$ cat src/rtl/jump_judge.sv
// Jump game judge: captures a charged press, animates the jump offset on tick,
// and scores the landing against the target distance or latches a game-over.
module jump_judge #(
   parameter int W         = 4,
   parameter int TOL       = 1,
   parameter int EXACT_PTS = 2,
   parameter int NEAR_PTS  = 1
) (
   input  logic         clk,
   input  logic         rst,
   input  logic         tick,
   input  logic         is_pressing,
   input  logic [W-1:0] press_time,
   input  logic [W-1:0] target_dist,
   output logic [W-1:0] jump_pos,
   output logic         in_flight,
   output logic         score_signal,
   output logic [3:0]   get_score,
   output logic         next_target,
   output logic         game_end
);

   typedef enum logic [2:0] {
      IDLE,
      CHARGE,
      FLIGHT,
      JUDGE,
      OVER
   } state_t;

   state_t       state;
   state_t       state_nx;
   logic         prev_press;
   logic [W-1:0] dist_r;
   logic [W-1:0] tgt_r;
   logic         release_ev;
   logic [W:0]   dist_x;
   logic [W:0]   tgt_x;
   logic [W:0]   diff;

   assign release_ev = prev_press & ~is_pressing;

   // One extra bit keeps the absolute difference from wrapping.
   assign dist_x = {1'b0, dist_r};
   assign tgt_x  = {1'b0, tgt_r};
   assign diff   = (dist_x >= tgt_x) ? (dist_x - tgt_x) : (tgt_x - dist_x);

   always_ff @(posedge clk or negedge rst) begin
      if (!rst) begin
         state <= IDLE;
      end else begin
         state <= state_nx;
      end
   end

   always_ff @(posedge clk or negedge rst) begin
      if (!rst) begin
         prev_press <= 1'b0;
         dist_r     <= '0;
         tgt_r      <= '0;
         jump_pos   <= '0;
      end else begin
         prev_press <= is_pressing;
         case (state)
            CHARGE: begin
               // Capture wins over a coincident tick, so the jump starts at 0.
               if (release_ev) begin
                  dist_r   <= press_time;
                  tgt_r    <= target_dist;
                  jump_pos <= '0;
               end
            end
            FLIGHT: begin
               if (tick && (jump_pos != dist_r)) begin
                  jump_pos <= jump_pos + 1'b1;
               end
            end
            default: ;
         endcase
      end
   end

   always_comb begin
      state_nx     = state;
      in_flight    = 1'b0;
      score_signal = 1'b0;
      next_target  = 1'b0;
      get_score    = '0;
      game_end     = 1'b0;
      case (state)
         IDLE: begin
            if (is_pressing) state_nx = CHARGE;
         end
         CHARGE: begin
            if (release_ev) state_nx = FLIGHT;
         end
         FLIGHT: begin
            in_flight = 1'b1;
            if (jump_pos == dist_r) state_nx = JUDGE;
         end
         JUDGE: begin
            if (int'(diff) <= TOL) begin
               score_signal = 1'b1;
               next_target  = 1'b1;
               get_score    = (diff == '0) ? 4'(EXACT_PTS) : 4'(NEAR_PTS);
               state_nx     = IDLE;
            end else begin
               state_nx = OVER;
            end
         end
         OVER: begin
            game_end = 1'b1;
         end
         default: state_nx = IDLE;
      endcase
   end

endmodule

$ cat config.mk
export PLATFORM = sky130hd
export DESIGN_NAME = jump_judge
export DESIGN_NICKNAME = d
export VERILOG_FILES = /design/src/rtl/jump_judge.sv
export SDC_FILE = /design/constraint.sdc
export NUM_CORES = 1
export LEC_CHECK = 0
export ABC_AREA = 1
export CORE_MARGIN = 3
export CORE_UTILIZATION = 46
export CTS_CLUSTER_DIAMETER = 120
export CTS_CLUSTER_SIZE = 24
export DETAILED_ROUTE_END_ITERATION = 10
export PLACE_DENSITY = 0.86
export SYNTH_ARGS = -nofsm -noshare
export SYNTH_HDL_FRONTEND = slang
export SYNTH_SLANG_ARGS = --single-unit
$ cat constraint.sdc
create_clock -name clk -period 1.77 [get_ports clk]
set_input_delay 0.2655 -clock clk [delete_from_list [all_inputs] [get_ports clk]]
set_output_delay 0.2655 -clock clk [all_outputs]
set_load 0.01 [all_outputs]
## Word level (Yosys, flattened, before mapping)

Cells that the tools add are included.

| cells by class | value |
|---|---|
| add/sub/neg operators | 3 |
| multiplexer cells | 16 |
| bitwise operators | 3 |
| equality and inequality tests | 10 |
| $lt $le $gt $ge | 2 |
| reduce and logical (&&, ||, !) cells | 7 |

Operators with widths:

| cell | count |
|---|---|
| one-hot mux 3 bit (5 select lines) | 1 |
| two-way mux 3 bit | 4 |
| subtractor 4 x 4 -> 5 bit | 2 |
| two-way mux 4 bit | 2 |
| inequality test 2 bit, second input constant | 4 |
| one-hot mux 4 bit (2 select lines) | 1 |
| equality test 3 x 2 -> 1 bit, second input constant | 2 |
| two-way mux 2 bit | 3 |
| <= comparator 5 x 1 -> 1 bit, second input constant | 1 |
| logical NOT 5 bit | 1 |
| two-way mux 5 bit | 1 |
| adder 4 x 1 -> 4 bit, second input constant | 1 |
| equality test 4 bit | 1 |
| >= comparator 4 bit | 1 |
| two-way mux 1 bit | 4 |
| inequality test 4 bit | 1 |
| AND reduction 4 bit | 1 |
| equality test 3 x 1 -> 1 bit, second input constant | 1 |
| equality test 3 bit, second input constant | 1 |
| logical NOT 3 bit | 1 |
| AND reduction 3 bit | 1 |
| NOT 1 bit | 2 |
| AND reduction 2 bit | 1 |
| nonzero test 2 bit | 1 |
| 2 further kinds | 2 |

| storage, ports and cells | value |
|---|---|
| output and inout bits | 12 |
| register bits | 16 |

## Logic depth before layout (Yosys ltp)

Gate-level depths: netlist of the first run.

| logic depth | value |
|---|---|
| depth after elaboration | 6 |
| gate-level depth with buffers | 15 |
| mapped depth without buffers | 14 |

## Worst setup path before layout of the first run

Ideal clock, no wire load.

| path | value |
|---|---|
| kind | register -> output |
| start point | register dist_r[0] |
| end point | output score_signal |
| arrival | 1.770 ns |
| slack | -0.266 ns |
| cell stages (with the launch flop) | 12 |
| required time | 1.505 ns |
| cells stage by stage | dfrtp_1 > inv_1 > ha_1 > inv_1 > fa_1 > xor2_1 > nand2_2 > nand2_2 > nor2_2 > nand3_2 > inv_1 > buf_4 |

| on the way | value |
|---|---|
| cells in the longest elaborated chain, start to end | 5 |
| elaborated cells on any way between the ends | 7 |
| those cells by class | add/sub (2); order compare (2); mux (3) |

RTL lines:

| item | line | source |
|---|---|---|
| from (decl) | 34 | `logic [W-1:0] dist_r;` |
| from (signal assigned) | 68 | `dist_r <= press_time;` |
| subtractor 4 x 4 -> 5 bit or >= comparator 4 bit (tied branches) | 46 | `assign diff = (dist_x >= tgt_x) ? (dist_x - tgt_x) : (tgt_x - dist_x);` |
| two-way mux 5 bit (*) | 46 |  |
| <= comparator 5 x 1 -> 1 bit (*) | 102 | `if (int'(diff) <= TOL) begin` |
| two-way mux 1 bit (*) (2 in a row) | - |  |
| to (decl) | 17 | `output logic score_signal,` |

Mark *: on every way between the ends. The rest lies on a longest branch, timed or not.

## Worst setup path after layout of the first run

| path | value |
|---|---|
| start point | register dist_r[0] |
| end point | output get_score[1] |

| on the way | value |
|---|---|
| cells in the longest elaborated chain, start to end | 6 |
| elaborated cells on any way between the ends | 9 |
| those cells by class | add/sub (2); order compare (2); mux (4); reduce/logical (1) |

RTL lines:

| item | line | source |
|---|---|---|
| subtractor 4 x 4 -> 5 bit or >= comparator 4 bit (tied branches) | 46 |  |
| two-way mux 5 bit (*) | 46 |  |
| branches (longest 2 deep; another with <= comparator 5 x 1 -> 1 bit) | - |  |
| two-way mux 2 bit (*) | 102 |  |
| two-way mux 2 bit (*) | 90 | `case (state)` |
| to (decl) | 18 | `output logic [3:0] get_score,` |

Mark *: on every way between the ends.

==> results.py, run 1 <==
metrics = {
    "outcome": {
        "status": "complete, but fails checks",
        "violations": "negative setup slack",
    },
    "cells_and_area": {
        "drive_above_1_share_pct": 33.2,
        "final_util_pct": 74.1,
        "final_cell_mix": "38 x nand2_1, 28 x buf_4, 16 x dfrtp_1",
        "syn_to_final_growth_pct": 43.8,
        "final_nets": 232,
        "diodes": 0,
        "final_common_cell": "nand2_1",
        "fin_area_um2": 1730,
        "instances_no_fill": 236,
    },
    "placement": {
        "dp_hpwl_um": 2260,
        "port-buffer-count": 21,
        "routabilityCongestion": 0.795,
        "place_ws_ps": -715,
        "placed_area_um2": 1620,
        "dpl.cell_count": 228,
    },
    "logic_synthesis": {
        "synthAdderAreaFrac_pct": 12.7,
        "synth_cells": 159,
        "synth.distinct_cells": 27,
        "synth_area_um2": 1200,
        "synth_xor_area_share_pct": 5.82,
        "ys_seq_area_share_pct": 33.2,
        "yosysWarnings": 0,
        "yosys-mux-area-fraction_pct": 0,
        "avgSynthCellArea_um2": 7.58,
        "synth-seq-cells": 16,
        "synth_compound_area_share_pct": 8.00,
        "yosys.area_share.simple_pct": 29.0,
        "synth_top_family_by_area": "simple AND/OR/NAND/NOR gates",
    },
    "worst_setup_path": {
        "worstPathArrival_ps": 2140,
        "start_kind": "register",
        "crit_type": "reg -> out",
        "end_kind": "primary output",
        "worstPathRequired_ps": 1500,
        "crit_fanout": 3,
    },
    "grt": {
        "grt_first_pass_wirelength_um": 5110,
        "grt-ovfl-total": 0,
        "antenna_found_initial": 0,
        "grt_pass1_vias": 1235,
        "grt_usage_pct": 19.7,
        "grt_start_max_net_pins": 17,
    },
    "floorplanning": {
        "io_pins": 24,
        "dieArea_um2": 3270,
        "dieHeight_um": 57.2,
        "core_area_um2": 2340,
        "row_count": 17,
        "initial_core_util_pct": 51.5,
        "die_x_um": 57.2,
    },
    "routing": {
        "routed_wl_um": 3080,
        "routed_via_density": 4.91,
        "wl_per_cell_um": 13.0,
        "drtAntennaViolNets": 0,
        "firstDrtPassIters": 4,
        "num_vias": 1159,
        "drcViolationCount": 0,
        "drt_iter0_drc": 34,
    },
    "sta": {
        "period_needed_ps": 2400,
        "finalSetupTns_ps": -2520,
        "fin_skew_ps": 5.66,
        "hold_viol": 0,
        "period_share_pct": 136,
        "maxSlewViolCount": 0,
        "clock.fmax_mhz": 416,
        "setup_violations": 5,
        "rsz0062_at_grt": "true",
        "timing.hold.ws_ps": 286,
        "setup_slack_ps": -634,
    },
    "cts": {
        "max-clock-path-buffers": 2,
        "htree_levels": 1,
        "clk_latency_ps": 280,
        "clk_pin_slew_ps": 100,
        "cts_inserted_buffers": 3,
        "clkSinkCount": 16,
        "cts_tree": "built",
        "root_buffer": "clkbuf_4",
    },
    "pwr": {
        "swShare_pct": 47.6,
        "clkPwrFrac_pct": 6.6,
        "power_leakage_nw": 0.920,
        "seq_power_share_pct": 17.8,
        "power.total_mw": 3.69,
        "p_int_mw": 1.93,
        "p_sw_mw": 1.75,
        "vdd_drop_max_uv": 1300,
        "combPwrFrac_pct": 75.7,
        "p_per_area_nw_per_um2": 2130,
    },
    "flow_run": {
        "maxCapViolCount": 0,
    },
    "min_path": {
        "min-delay-path-class": "in -> async",
    },
}
==> critical path: stages, from the launching register on <==
cell and delay (ps):
dfrtp_1 420, buf_4 150, ha_4 150, inv_2 60, fa_2 420, nand3_1 100, nand2_1 100, nor2_4 120
nand3_2 90, nor2_1 110, buf_2 130
==> power groups by stage <==
stage	Clock [mW]	Sequential, mW	Combinational, mW
3_5_place_dp	0	0.637	2.47
4_1_cts	0.244	0.655	2.64
5_1_grt	0.264	0.673	3.08
3_3_place_gp	0	0.621	2.35
2_1_floorplan	0	0.649	1.62
6_report	0.242	0.656	2.79
==> cell type report <==
type	count	area (um2)
Multi-Input combinational cell	114	741
Tap cell	28	35.0
Sequential cell	16	400
Inverter	24	90.1
Fill cell	167	607
Clock buffer	4	36.3
Timing Repair Buffer	50	430
==> routing by layer <==
layer / wire (um) / global-route usage [%]
met5: 0 / 0
met4: 65 / 5.63
met3: 96 / 1.58
met2: 1650 / 38.8
met1: 1260 / 22.3
==> state kept, by name, indices dropped and copies added (netlist names) <==
signal      count
prev_press      1
tgt_r           4
jump_pos        4
state           3
dist_r          4
==> kinds of logic (layout without fill, tap and decap cells) <==
family | after synthesis | after routing
AND/OR/NAND/NOR | 77 | 77
buffers and inverters | 30 | 78
AO/OA/AOI/OAI | 16 | 16
flip-flops | 16 | 16
adder cells (fa/ha/maj) | 11 | 11
XOR/XNOR | 8 | 8
other | 1 | 2
==> cells in the mapped netlist (all sizes together) <==
cell / count / area [um2]
nand3: 8 / 45.0
nor3: 2 / 10.0
nand2: 46 / 205
o211ai: 2 / 15.0
nor2: 19 / 76.3
xor2: 3 / 26.3
xnor2: 5 / 43.8
dfrtp: 16 / 400
o21ai: 2 / 10.0
inv: 24 / 90.1
a21oi: 12 / 71.3
nand4: 1 / 6.26
buf: 5 / 38.8
fa: 2 / 40.0
clkbuf: 1 / 3.75
ha: 9 / 113
or2: 1 / 6.26
conb: 1 / 3.75
==> worst paths after layout <==
kind                             start           end  slack [ps]  cells past startpoint
max                          dist_r[0]  get_score[1]        -630                     10
min                                rst      state[0]         290                      2
max reg2reg                  dist_r[0]      state[2]         -40                     10
min reg2reg                jump_pos[3]   jump_pos[3]         570                      2
max in group asynchronous          rst      tgt_r[1]        1300                      2
min in group clk           is_pressing    prev_press         500                      1
==> timing repair <==
| action | in CTS | in global routing |
|---|---|---|
| pin swaps | 11 | 7 |
| resized for setup | 33 | 3 |
| setup endpoints to repair | 7 | 5 |
| hold buffers | 0 | 0 |
| setup buffers | 2 | 2 |
Power figures use the tool's default switching activity.
==> run 2, diff against run 1 <==
--- a/config.mk
+++ b/config.mk
@@ -6,6 +6,7 @@
 export NUM_CORES = 1
 export LEC_CHECK = 0
 export ABC_AREA = 1
+export ABC_CLOCK_PERIOD_IN_PS = 1770
 export CORE_MARGIN = 3
 export CORE_UTILIZATION = 46
 export CTS_CLUSTER_DIAMETER = 120
==> results of run 2 <==
The final DEF is identical to that of run 1; final timing and power are the same.
